--- config.mk ---
export PLATFORM = sky130hd
export DESIGN_NAME = control_sequencer_flat
export DESIGN_NICKNAME = d
export VERILOG_FILES = /design/src/rtl/control_sequencer_pkg.sv /design/src/rtl/control_sequencer_if.sv /design/src/rtl/control_sequencer_op_class_decode.sv /design/src/rtl/control_sequencer.sv /design/src/flat_wrapper.sv
export SDC_FILE = /design/constraint.sdc
export NUM_CORES = 1
export LEC_CHECK = 0
export CAP_MARGIN = 20
export CORE_UTILIZATION = 39
export CTS_CLUSTER_SIZE = 14
export DETAILED_ROUTE_END_ITERATION = 12
export PLACE_DENSITY = 0.95
export SLEW_MARGIN = 10
export SYNTH_ARGS = -nofsm -noshare
export SYNTH_HDL_FRONTEND = slang
export SYNTH_HIERARCHICAL = 1
export SYNTH_SLANG_ARGS = --single-unit
--- constraint.sdc ---
create_clock -name clock -period 6.3 [get_ports clock]
set_input_delay 0.945 -clock clock [delete_from_list [all_inputs] [get_ports clock]]
set_output_delay 0.945 -clock clock [all_outputs]
set_load 0.03 [all_outputs]
--- src/rtl/control_sequencer_pkg.sv ---
// Shared CPU control definitions: opcodes, ALU codes, sequencer state encoding, opcode classes.
// Latency: none (types and constants only).
// Backpressure: none; memory waits are handled by the sequencer itself.
package cpu_defs;

  localparam int OPW = 5;

  // ALU code driven for address and branch-target arithmetic
  localparam logic [OPW-1:0] ADD_OP = 5'b00011;

  localparam logic [OPW-1:0] OP_LD   = 5'b00000;
  localparam logic [OPW-1:0] OP_LDI  = 5'b00001;
  localparam logic [OPW-1:0] OP_ST   = 5'b00010;
  localparam logic [OPW-1:0] OP_ADD  = 5'b00011;
  localparam logic [OPW-1:0] OP_SUB  = 5'b00100;
  localparam logic [OPW-1:0] OP_AND  = 5'b00101;
  localparam logic [OPW-1:0] OP_OR   = 5'b00110;
  localparam logic [OPW-1:0] OP_SHL  = 5'b01011;
  localparam logic [OPW-1:0] OP_ADDI = 5'b01100;
  localparam logic [OPW-1:0] OP_ANDI = 5'b01101;
  localparam logic [OPW-1:0] OP_ORI  = 5'b01110;
  localparam logic [OPW-1:0] OP_BR   = 5'b10011;
  localparam logic [OPW-1:0] OP_JR   = 5'b10100;
  localparam logic [OPW-1:0] OP_NOP  = 5'b11010;
  localparam logic [OPW-1:0] OP_HALT = 5'b11011;

  typedef enum logic [3:0] {
    ST_RST    = 4'd0,
    ST_T0     = 4'd1,
    ST_T1     = 4'd2,
    ST_T2     = 4'd3,
    ST_T3     = 4'd4,
    ST_T4     = 4'd5,
    ST_T5     = 4'd6,
    ST_T6     = 4'd7,
    ST_T7     = 4'd8,
    ST_HALTED = 4'd9
  } state_t;

  // One-hot opcode class vector, indexed by the CL_* positions
  localparam int NCLASS  = 10;
  localparam int CL_ALU3 = 0;
  localparam int CL_ALUI = 1;
  localparam int CL_LD   = 2;
  localparam int CL_LDI  = 3;
  localparam int CL_ST   = 4;
  localparam int CL_BR   = 5;
  localparam int CL_JR   = 6;
  localparam int CL_NOP  = 7;
  localparam int CL_HALT = 8;
  localparam int CL_ILL  = 9;

  typedef logic [NCLASS-1:0] op_class_t;

  // Immediate forms reuse the register-form ALU code of the same operation
  function automatic logic [OPW-1:0] imm_alu_op(input logic [OPW-1:0] op);
    case (op)
      OP_ANDI: return OP_AND;
      OP_ORI:  return OP_OR;
      default: return ADD_OP;
    endcase
  endfunction

endpackage

--- src/rtl/control_sequencer_if.sv ---
// Bundles the sequencer's instruction/status inputs and all datapath control outputs.
// Latency: none (wires only).
// Backpressure: mem_rdy is the only handshake; the sequencer holds its strobes until it is seen.
interface control_sequencer_if;
  import cpu_defs::*;

  logic [31:0]    instr;
  logic           con_ff;
  logic           mem_rdy;

  logic           Gra, Grb, Grc, Rin, Rout, BAout;
  logic           PCout, Zlowout, MDRout, Cout;
  logic           PCin, IRin, MARin, MDRin, Yin, Zin, CONin, IncPC;
  logic           Read, Write;
  logic [OPW-1:0] alu_op;
  logic           run;
  logic           illegal;

  // Sequencer side: consumes instruction/status, drives controls
  modport master (
    input  instr, con_ff, mem_rdy,
    output Gra, Grb, Grc, Rin, Rout, BAout,
    output PCout, Zlowout, MDRout, Cout,
    output PCin, IRin, MARin, MDRin, Yin, Zin, CONin, IncPC,
    output Read, Write, alu_op, run, illegal
  );

  // Datapath side: supplies instruction/status, consumes controls
  modport slave (
    output instr, con_ff, mem_rdy,
    input  Gra, Grb, Grc, Rin, Rout, BAout,
    input  PCout, Zlowout, MDRout, Cout,
    input  PCin, IRin, MARin, MDRin, Yin, Zin, CONin, IncPC,
    input  Read, Write, alu_op, run, illegal
  );

endinterface

--- src/rtl/control_sequencer_op_class_decode.sv ---
// Maps a 5-bit opcode onto a one-hot instruction class vector.
// Latency: combinational, zero cycles.
// Backpressure: none.
module op_class_decode
  import cpu_defs::*;
(
  input  logic [OPW-1:0] opcode,
  output op_class_t      op_class
);

  // Exactly one class bit set for every opcode value; unknown opcodes land in ILL
  always_comb begin
    op_class = '0;
    if (opcode >= OP_ADD && opcode <= OP_SHL) begin
      op_class[CL_ALU3] = 1'b1;
    end else begin
      case (opcode)
        OP_ADDI, OP_ANDI, OP_ORI: op_class[CL_ALUI] = 1'b1;
        OP_LD:                    op_class[CL_LD]   = 1'b1;
        OP_LDI:                   op_class[CL_LDI]  = 1'b1;
        OP_ST:                    op_class[CL_ST]   = 1'b1;
        OP_BR:                    op_class[CL_BR]   = 1'b1;
        OP_JR:                    op_class[CL_JR]   = 1'b1;
        OP_NOP:                   op_class[CL_NOP]  = 1'b1;
        OP_HALT:                  op_class[CL_HALT] = 1'b1;
        default:                  op_class[CL_ILL]  = 1'b1;
      endcase
    end
  end

endmodule

--- src/rtl/control_sequencer.sv ---
// Hard-wired Moore control unit: steps fetch/execute T-states and decodes datapath controls.
// Latency: controls are a combinational decode of the current state (plus opcode/con_ff).
// Backpressure: T1, ld-T6 and st-T7 hold their memory strobes until mem_rdy is sampled high.
module control_sequencer
  import cpu_defs::*;
(
  input  logic                clock,
  input  logic                reset,
  control_sequencer_if.master bus
);

  state_t         state_q, state_d;
  logic           t1_wait_q;
  op_class_t      cls;
  logic [OPW-1:0] opcode;

  assign opcode = bus.instr[31:27];

  op_class_decode u_decode (
    .opcode   (opcode),
    .op_class (cls)
  );

  // State register; t1_wait_q marks T1 cycles after the first so the PC update fires once
  always_ff @(posedge clock or posedge reset) begin
    if (reset) begin
      state_q   <= ST_RST;
      t1_wait_q <= 1'b0;
    end else begin
      state_q   <= state_d;
      t1_wait_q <= (state_q == ST_T1) && !bus.mem_rdy;
    end
  end

  // Next-state and control decode; every output defaults to 0 so none can float to X
  always_comb begin
    state_d     = state_q;
    bus.Gra     = 1'b0;
    bus.Grb     = 1'b0;
    bus.Grc     = 1'b0;
    bus.Rin     = 1'b0;
    bus.Rout    = 1'b0;
    bus.BAout   = 1'b0;
    bus.PCout   = 1'b0;
    bus.Zlowout = 1'b0;
    bus.MDRout  = 1'b0;
    bus.Cout    = 1'b0;
    bus.PCin    = 1'b0;
    bus.IRin    = 1'b0;
    bus.MARin   = 1'b0;
    bus.MDRin   = 1'b0;
    bus.Yin     = 1'b0;
    bus.Zin     = 1'b0;
    bus.CONin   = 1'b0;
    bus.IncPC   = 1'b0;
    bus.Read    = 1'b0;
    bus.Write   = 1'b0;
    bus.alu_op  = '0;
    bus.illegal = 1'b0;
    bus.run     = (state_q != ST_RST) && (state_q != ST_HALTED);

    unique case (state_q)
      ST_RST: state_d = ST_T0;

      ST_T0: begin
        bus.PCout = 1'b1;
        bus.MARin = 1'b1;
        bus.IncPC = 1'b1;
        bus.Zin   = 1'b1;
        state_d   = ST_T1;
      end

      ST_T1: begin
        bus.Read  = 1'b1;
        bus.MDRin = 1'b1;
        if (!t1_wait_q) begin
          bus.Zlowout = 1'b1;
          bus.PCin    = 1'b1;
        end
        if (bus.mem_rdy) state_d = ST_T2;
      end

      ST_T2: begin
        bus.MDRout = 1'b1;
        bus.IRin   = 1'b1;
        state_d    = ST_T3;
      end

      ST_T3: begin
        state_d = ST_T0;
        if (cls[CL_ALU3] || cls[CL_ALUI]) begin
          bus.Grb  = 1'b1;
          bus.Rout = 1'b1;
          bus.Yin  = 1'b1;
          state_d  = ST_T4;
        end else if (cls[CL_LD] || cls[CL_LDI] || cls[CL_ST]) begin
          bus.Grb   = 1'b1;
          bus.BAout = 1'b1;
          bus.Yin   = 1'b1;
          state_d   = ST_T4;
        end else if (cls[CL_BR]) begin
          bus.Gra   = 1'b1;
          bus.Rout  = 1'b1;
          bus.CONin = 1'b1;
          state_d   = ST_T4;
        end else if (cls[CL_JR]) begin
          bus.Gra  = 1'b1;
          bus.Rout = 1'b1;
          bus.PCin = 1'b1;
        end else if (cls[CL_HALT]) begin
          state_d = ST_HALTED;
        end else if (cls[CL_ILL]) begin
          bus.illegal = 1'b1;
        end
      end

      ST_T4: begin
        state_d = ST_T5;
        if (cls[CL_ALU3]) begin
          bus.Grc    = 1'b1;
          bus.Rout   = 1'b1;
          bus.Zin    = 1'b1;
          bus.alu_op = opcode;
        end else if (cls[CL_ALUI]) begin
          bus.Cout   = 1'b1;
          bus.Zin    = 1'b1;
          bus.alu_op = imm_alu_op(opcode);
        end else if (cls[CL_LD] || cls[CL_LDI] || cls[CL_ST]) begin
          bus.Cout   = 1'b1;
          bus.Zin    = 1'b1;
          bus.alu_op = ADD_OP;
        end else if (cls[CL_BR]) begin
          bus.PCout = 1'b1;
          bus.Yin   = 1'b1;
        end else begin
          state_d = ST_T0;
        end
      end

      ST_T5: begin
        state_d = ST_T0;
        if (cls[CL_ALU3] || cls[CL_ALUI] || cls[CL_LDI]) begin
          bus.Zlowout = 1'b1;
          bus.Gra     = 1'b1;
          bus.Rin     = 1'b1;
        end else if (cls[CL_LD] || cls[CL_ST]) begin
          bus.Zlowout = 1'b1;
          bus.MARin   = 1'b1;
          state_d     = ST_T6;
        end else if (cls[CL_BR]) begin
          bus.Cout   = 1'b1;
          bus.Zin    = 1'b1;
          bus.alu_op = ADD_OP;
          state_d    = ST_T6;
        end
      end

      ST_T6: begin
        state_d = ST_T0;
        if (cls[CL_LD]) begin
          bus.Read  = 1'b1;
          bus.MDRin = 1'b1;
          state_d   = bus.mem_rdy ? ST_T7 : ST_T6;
        end else if (cls[CL_ST]) begin
          bus.Gra   = 1'b1;
          bus.Rout  = 1'b1;
          bus.MDRin = 1'b1;
          state_d   = ST_T7;
        end else if (cls[CL_BR] && bus.con_ff) begin
          bus.Zlowout = 1'b1;
          bus.PCin    = 1'b1;
        end
      end

      ST_T7: begin
        state_d = ST_T0;
        if (cls[CL_LD]) begin
          bus.MDRout = 1'b1;
          bus.Gra    = 1'b1;
          bus.Rin    = 1'b1;
        end else if (cls[CL_ST]) begin
          bus.Write = 1'b1;
          if (!bus.mem_rdy) state_d = ST_T7;
        end
      end

      ST_HALTED: state_d = ST_HALTED;

      default: state_d = ST_RST;
    endcase
  end

endmodule

--- src/flat_wrapper.sv ---
// flat-port wrapper written by rule: the top's interface ports become plain ports
module control_sequencer_flat import cpu_defs::*;
  (clock, reset, bus_instr, bus_con_ff, bus_mem_rdy, bus_Gra, bus_Grb, bus_Grc, bus_Rin, bus_Rout, bus_BAout, bus_PCout, bus_Zlowout, bus_MDRout, bus_Cout, bus_PCin, bus_IRin, bus_MARin, bus_MDRin, bus_Yin, bus_Zin, bus_CONin, bus_IncPC, bus_Read, bus_Write, bus_alu_op, bus_run, bus_illegal);
  control_sequencer_if bus_i ();
  input  logic clock;
  input  logic reset;
  input wire logic [$bits(bus_i.instr)-1:0] bus_instr;
  input wire logic [$bits(bus_i.con_ff)-1:0] bus_con_ff;
  input wire logic [$bits(bus_i.mem_rdy)-1:0] bus_mem_rdy;
  output wire logic [$bits(bus_i.Gra)-1:0] bus_Gra;
  output wire logic [$bits(bus_i.Grb)-1:0] bus_Grb;
  output wire logic [$bits(bus_i.Grc)-1:0] bus_Grc;
  output wire logic [$bits(bus_i.Rin)-1:0] bus_Rin;
  output wire logic [$bits(bus_i.Rout)-1:0] bus_Rout;
  output wire logic [$bits(bus_i.BAout)-1:0] bus_BAout;
  output wire logic [$bits(bus_i.PCout)-1:0] bus_PCout;
  output wire logic [$bits(bus_i.Zlowout)-1:0] bus_Zlowout;
  output wire logic [$bits(bus_i.MDRout)-1:0] bus_MDRout;
  output wire logic [$bits(bus_i.Cout)-1:0] bus_Cout;
  output wire logic [$bits(bus_i.PCin)-1:0] bus_PCin;
  output wire logic [$bits(bus_i.IRin)-1:0] bus_IRin;
  output wire logic [$bits(bus_i.MARin)-1:0] bus_MARin;
  output wire logic [$bits(bus_i.MDRin)-1:0] bus_MDRin;
  output wire logic [$bits(bus_i.Yin)-1:0] bus_Yin;
  output wire logic [$bits(bus_i.Zin)-1:0] bus_Zin;
  output wire logic [$bits(bus_i.CONin)-1:0] bus_CONin;
  output wire logic [$bits(bus_i.IncPC)-1:0] bus_IncPC;
  output wire logic [$bits(bus_i.Read)-1:0] bus_Read;
  output wire logic [$bits(bus_i.Write)-1:0] bus_Write;
  output wire logic [$bits(bus_i.alu_op)-1:0] bus_alu_op;
  output wire logic [$bits(bus_i.run)-1:0] bus_run;
  output wire logic [$bits(bus_i.illegal)-1:0] bus_illegal;
  assign bus_i.instr = bus_instr;
  assign bus_i.con_ff = bus_con_ff;
  assign bus_i.mem_rdy = bus_mem_rdy;
  assign bus_Gra = bus_i.Gra;
  assign bus_Grb = bus_i.Grb;
  assign bus_Grc = bus_i.Grc;
  assign bus_Rin = bus_i.Rin;
  assign bus_Rout = bus_i.Rout;
  assign bus_BAout = bus_i.BAout;
  assign bus_PCout = bus_i.PCout;
  assign bus_Zlowout = bus_i.Zlowout;
  assign bus_MDRout = bus_i.MDRout;
  assign bus_Cout = bus_i.Cout;
  assign bus_PCin = bus_i.PCin;
  assign bus_IRin = bus_i.IRin;
  assign bus_MARin = bus_i.MARin;
  assign bus_MDRin = bus_i.MDRin;
  assign bus_Yin = bus_i.Yin;
  assign bus_Zin = bus_i.Zin;
  assign bus_CONin = bus_i.CONin;
  assign bus_IncPC = bus_i.IncPC;
  assign bus_Read = bus_i.Read;
  assign bus_Write = bus_i.Write;
  assign bus_alu_op = bus_i.alu_op;
  assign bus_run = bus_i.run;
  assign bus_illegal = bus_i.illegal;
  control_sequencer u_core (.clock(clock), .reset(reset), .bus(bus_i));
endmodule
==> out/qor.yml <==
crit_path_end_kind: "output pin"
p_leak_nw: 0.521
n_antenna_cell: 0
worstSetupPathType: "in -> out"
ir_drop_v: 0.000237
initial_core_util_pct: 42.0
grt_max_degree: 21
crit_buf_inv: 2
cp.required_ns: 5.35
finish.instance_area_um2: 1310
postRouteAntennaNets: 0
ctsResizeCount: 0
gp_congestion: 0.896
worst_ep_arrival_time_ns: 4.06
drtIter0Drc: 100
num_rows: 17
port_buffers: 35
cts_tree: "done"
grt_overflow: 0
ys_warn_count: 6
clkLatencyLatePin_ns: 0.24
period_minus_slack_ns: 5.01
critPathMaxStageDelay_ns: 0.69
final.setup.worst_slack_ns: 1.29
cp-start-kind: "input port"
fin_tns_setup_ns: 0
rsz0062_at_grt: "no"
die_height_um: 51.3
hold_viol: 0
cts_num_sinks: 5
grt_pass1_vias: 1056
path_clk_slew_ns: 0.04
slowest_stage: "clkdlybuf4s50_1"
die_w_um: 51.3
cts_setup_buffers: 0
drv_cap: 0
postRouteWirelength_um: 2850
fin_worst_skew_ns: 0.00202
ios: 63
avgViaCountPerCell: 6.06
grtUsageTotal_pct: 22.6
setup_viol: 0
outcome: "finished, final reports clean"
slew_violations: 0
postSynthAreaPerCell_um2: 6.67
final_cell_mix: "clkdlybuf4s50_1, nor2_1, nand2_1"
fillers: 210
synth_cells: 142
slew_headroom_pct: 53.2
path_cells: "clkdlybuf4s50_1, or3_4, nor3_1, or2_2, nand2b_1, nand2_1, o21ai_0, clkdlybuf4s50_1"
cellPowerDensity_nw_per_um2: 332
wl_per_cell_um: 14.1
vias: 1224
root_buffer: "clkbuf_4"
dr.pass1.iters: 4
drc: 0
dieArea_um2: 2630
cts_buffer_depth: 2
final_common_cell: "clkdlybuf4s50_1"
drive_gt1_share_pct: 9.20
hpwl_um: 2130
worstMarginPinSlew_ns: 0.696
cts_made_buffers: 3
grt_pass1_wl_um: 4630
antenna_found_initial: 0
synth_fp_nets: 178
pre_cts_slack_ns: 1.32
core_region_area_um2: 2250
crit_family: "simple AND/OR/NAND/NOR gates"
crit_fanout: 11
cts_max_level: 1
cts-hold-fix-buffers: 0
syn-cell-area_um2: 947
max_freq_mhz: 200
fin_crit_sh_pct: 79.5
cpMostUsedCell: "clkdlybuf4s50_1"
nets: 211
min_path_type: "reg -> reg"
placed_area_um2: 1290
syn_to_final_growth_pct: 38.7
flip-flops by register name, summed over array words and instances, names as in the netlist:
name and cells:
u_core/t1_wait_q 1, u_core/state_q 4
worst register-to-register path: stages, from the launching register on:
cell and delay (ns):
dfrtp_1 0.66, or4b_4 0.59, nor3_4 0.18, nand3_1 0.11
nand3_1 0.13
per-layer routing:
metal	part of all wire, %	vias up	GRT usage, %
met4	1.1	0	4.50
met5	0	-	0
met1	43	552	31.1
met3	8.4	6	3.57
met2	48	85	37.3
li1	-	581	-
layout make-up:
| type | count | area [µm²] | area share (%) |
|---|---|---|---|
| Sequential cell | 5 | 125 | 9.52 |
| Timing Repair Buffer | 37 | 365 | 27.8 |
| Inverter | 7 | 26.3 | 2.00 |
| Tap cell | 28 | 35.0 | 2.67 |
| Multi-Input combinational cell | 121 | 736 | 56.0 |
| Clock buffer | 4 | 26.3 | 2.00 |
metrics by stage:
stage | std cells | hold WS, ns | power [mW] | util, %
floorplan | 142 | 0.615 | 0.289 | -
detailed placement | 198 | 0.784 | 0.396 | 57.1
global placement | 198 | 0.780 | 0.387 | 57.1
CTS | 202 | 0.794 | 0.434 | 58.3
global route | 202 | 0.865 | 0.464 | 58.3
finish | 202 | 0.823 | 0.437 | 58.3
path summary, 6_finish.rpt:
check	startpoint	to	slack, ns	cells past startpoint
max in group asynchronous	reset	u_core/state_q[1]	5.23	2
min in group asynchronous	reset	u_core/t1_wait_q	0.91	2
max reg2reg	u_core/state_q[2]	u_core/state_q[3]	4.55	4
min	u_core/state_q[3]	u_core/state_q[0]	0.82	2
min reg2reg	u_core/state_q[3]	u_core/state_q[0]	0.82	2
max	bus_instr[30]	bus_alu_op[1]	1.29	8
where the power goes:
part           leakage (nW)  internal [mW]  switching [mW]
combinational         0.441          0.128           0.189
clock                0.0150         0.0239          0.0127
sequential           0.0645         0.0424          0.0407
No activity file was read; power rests on OpenSTA's default activity.
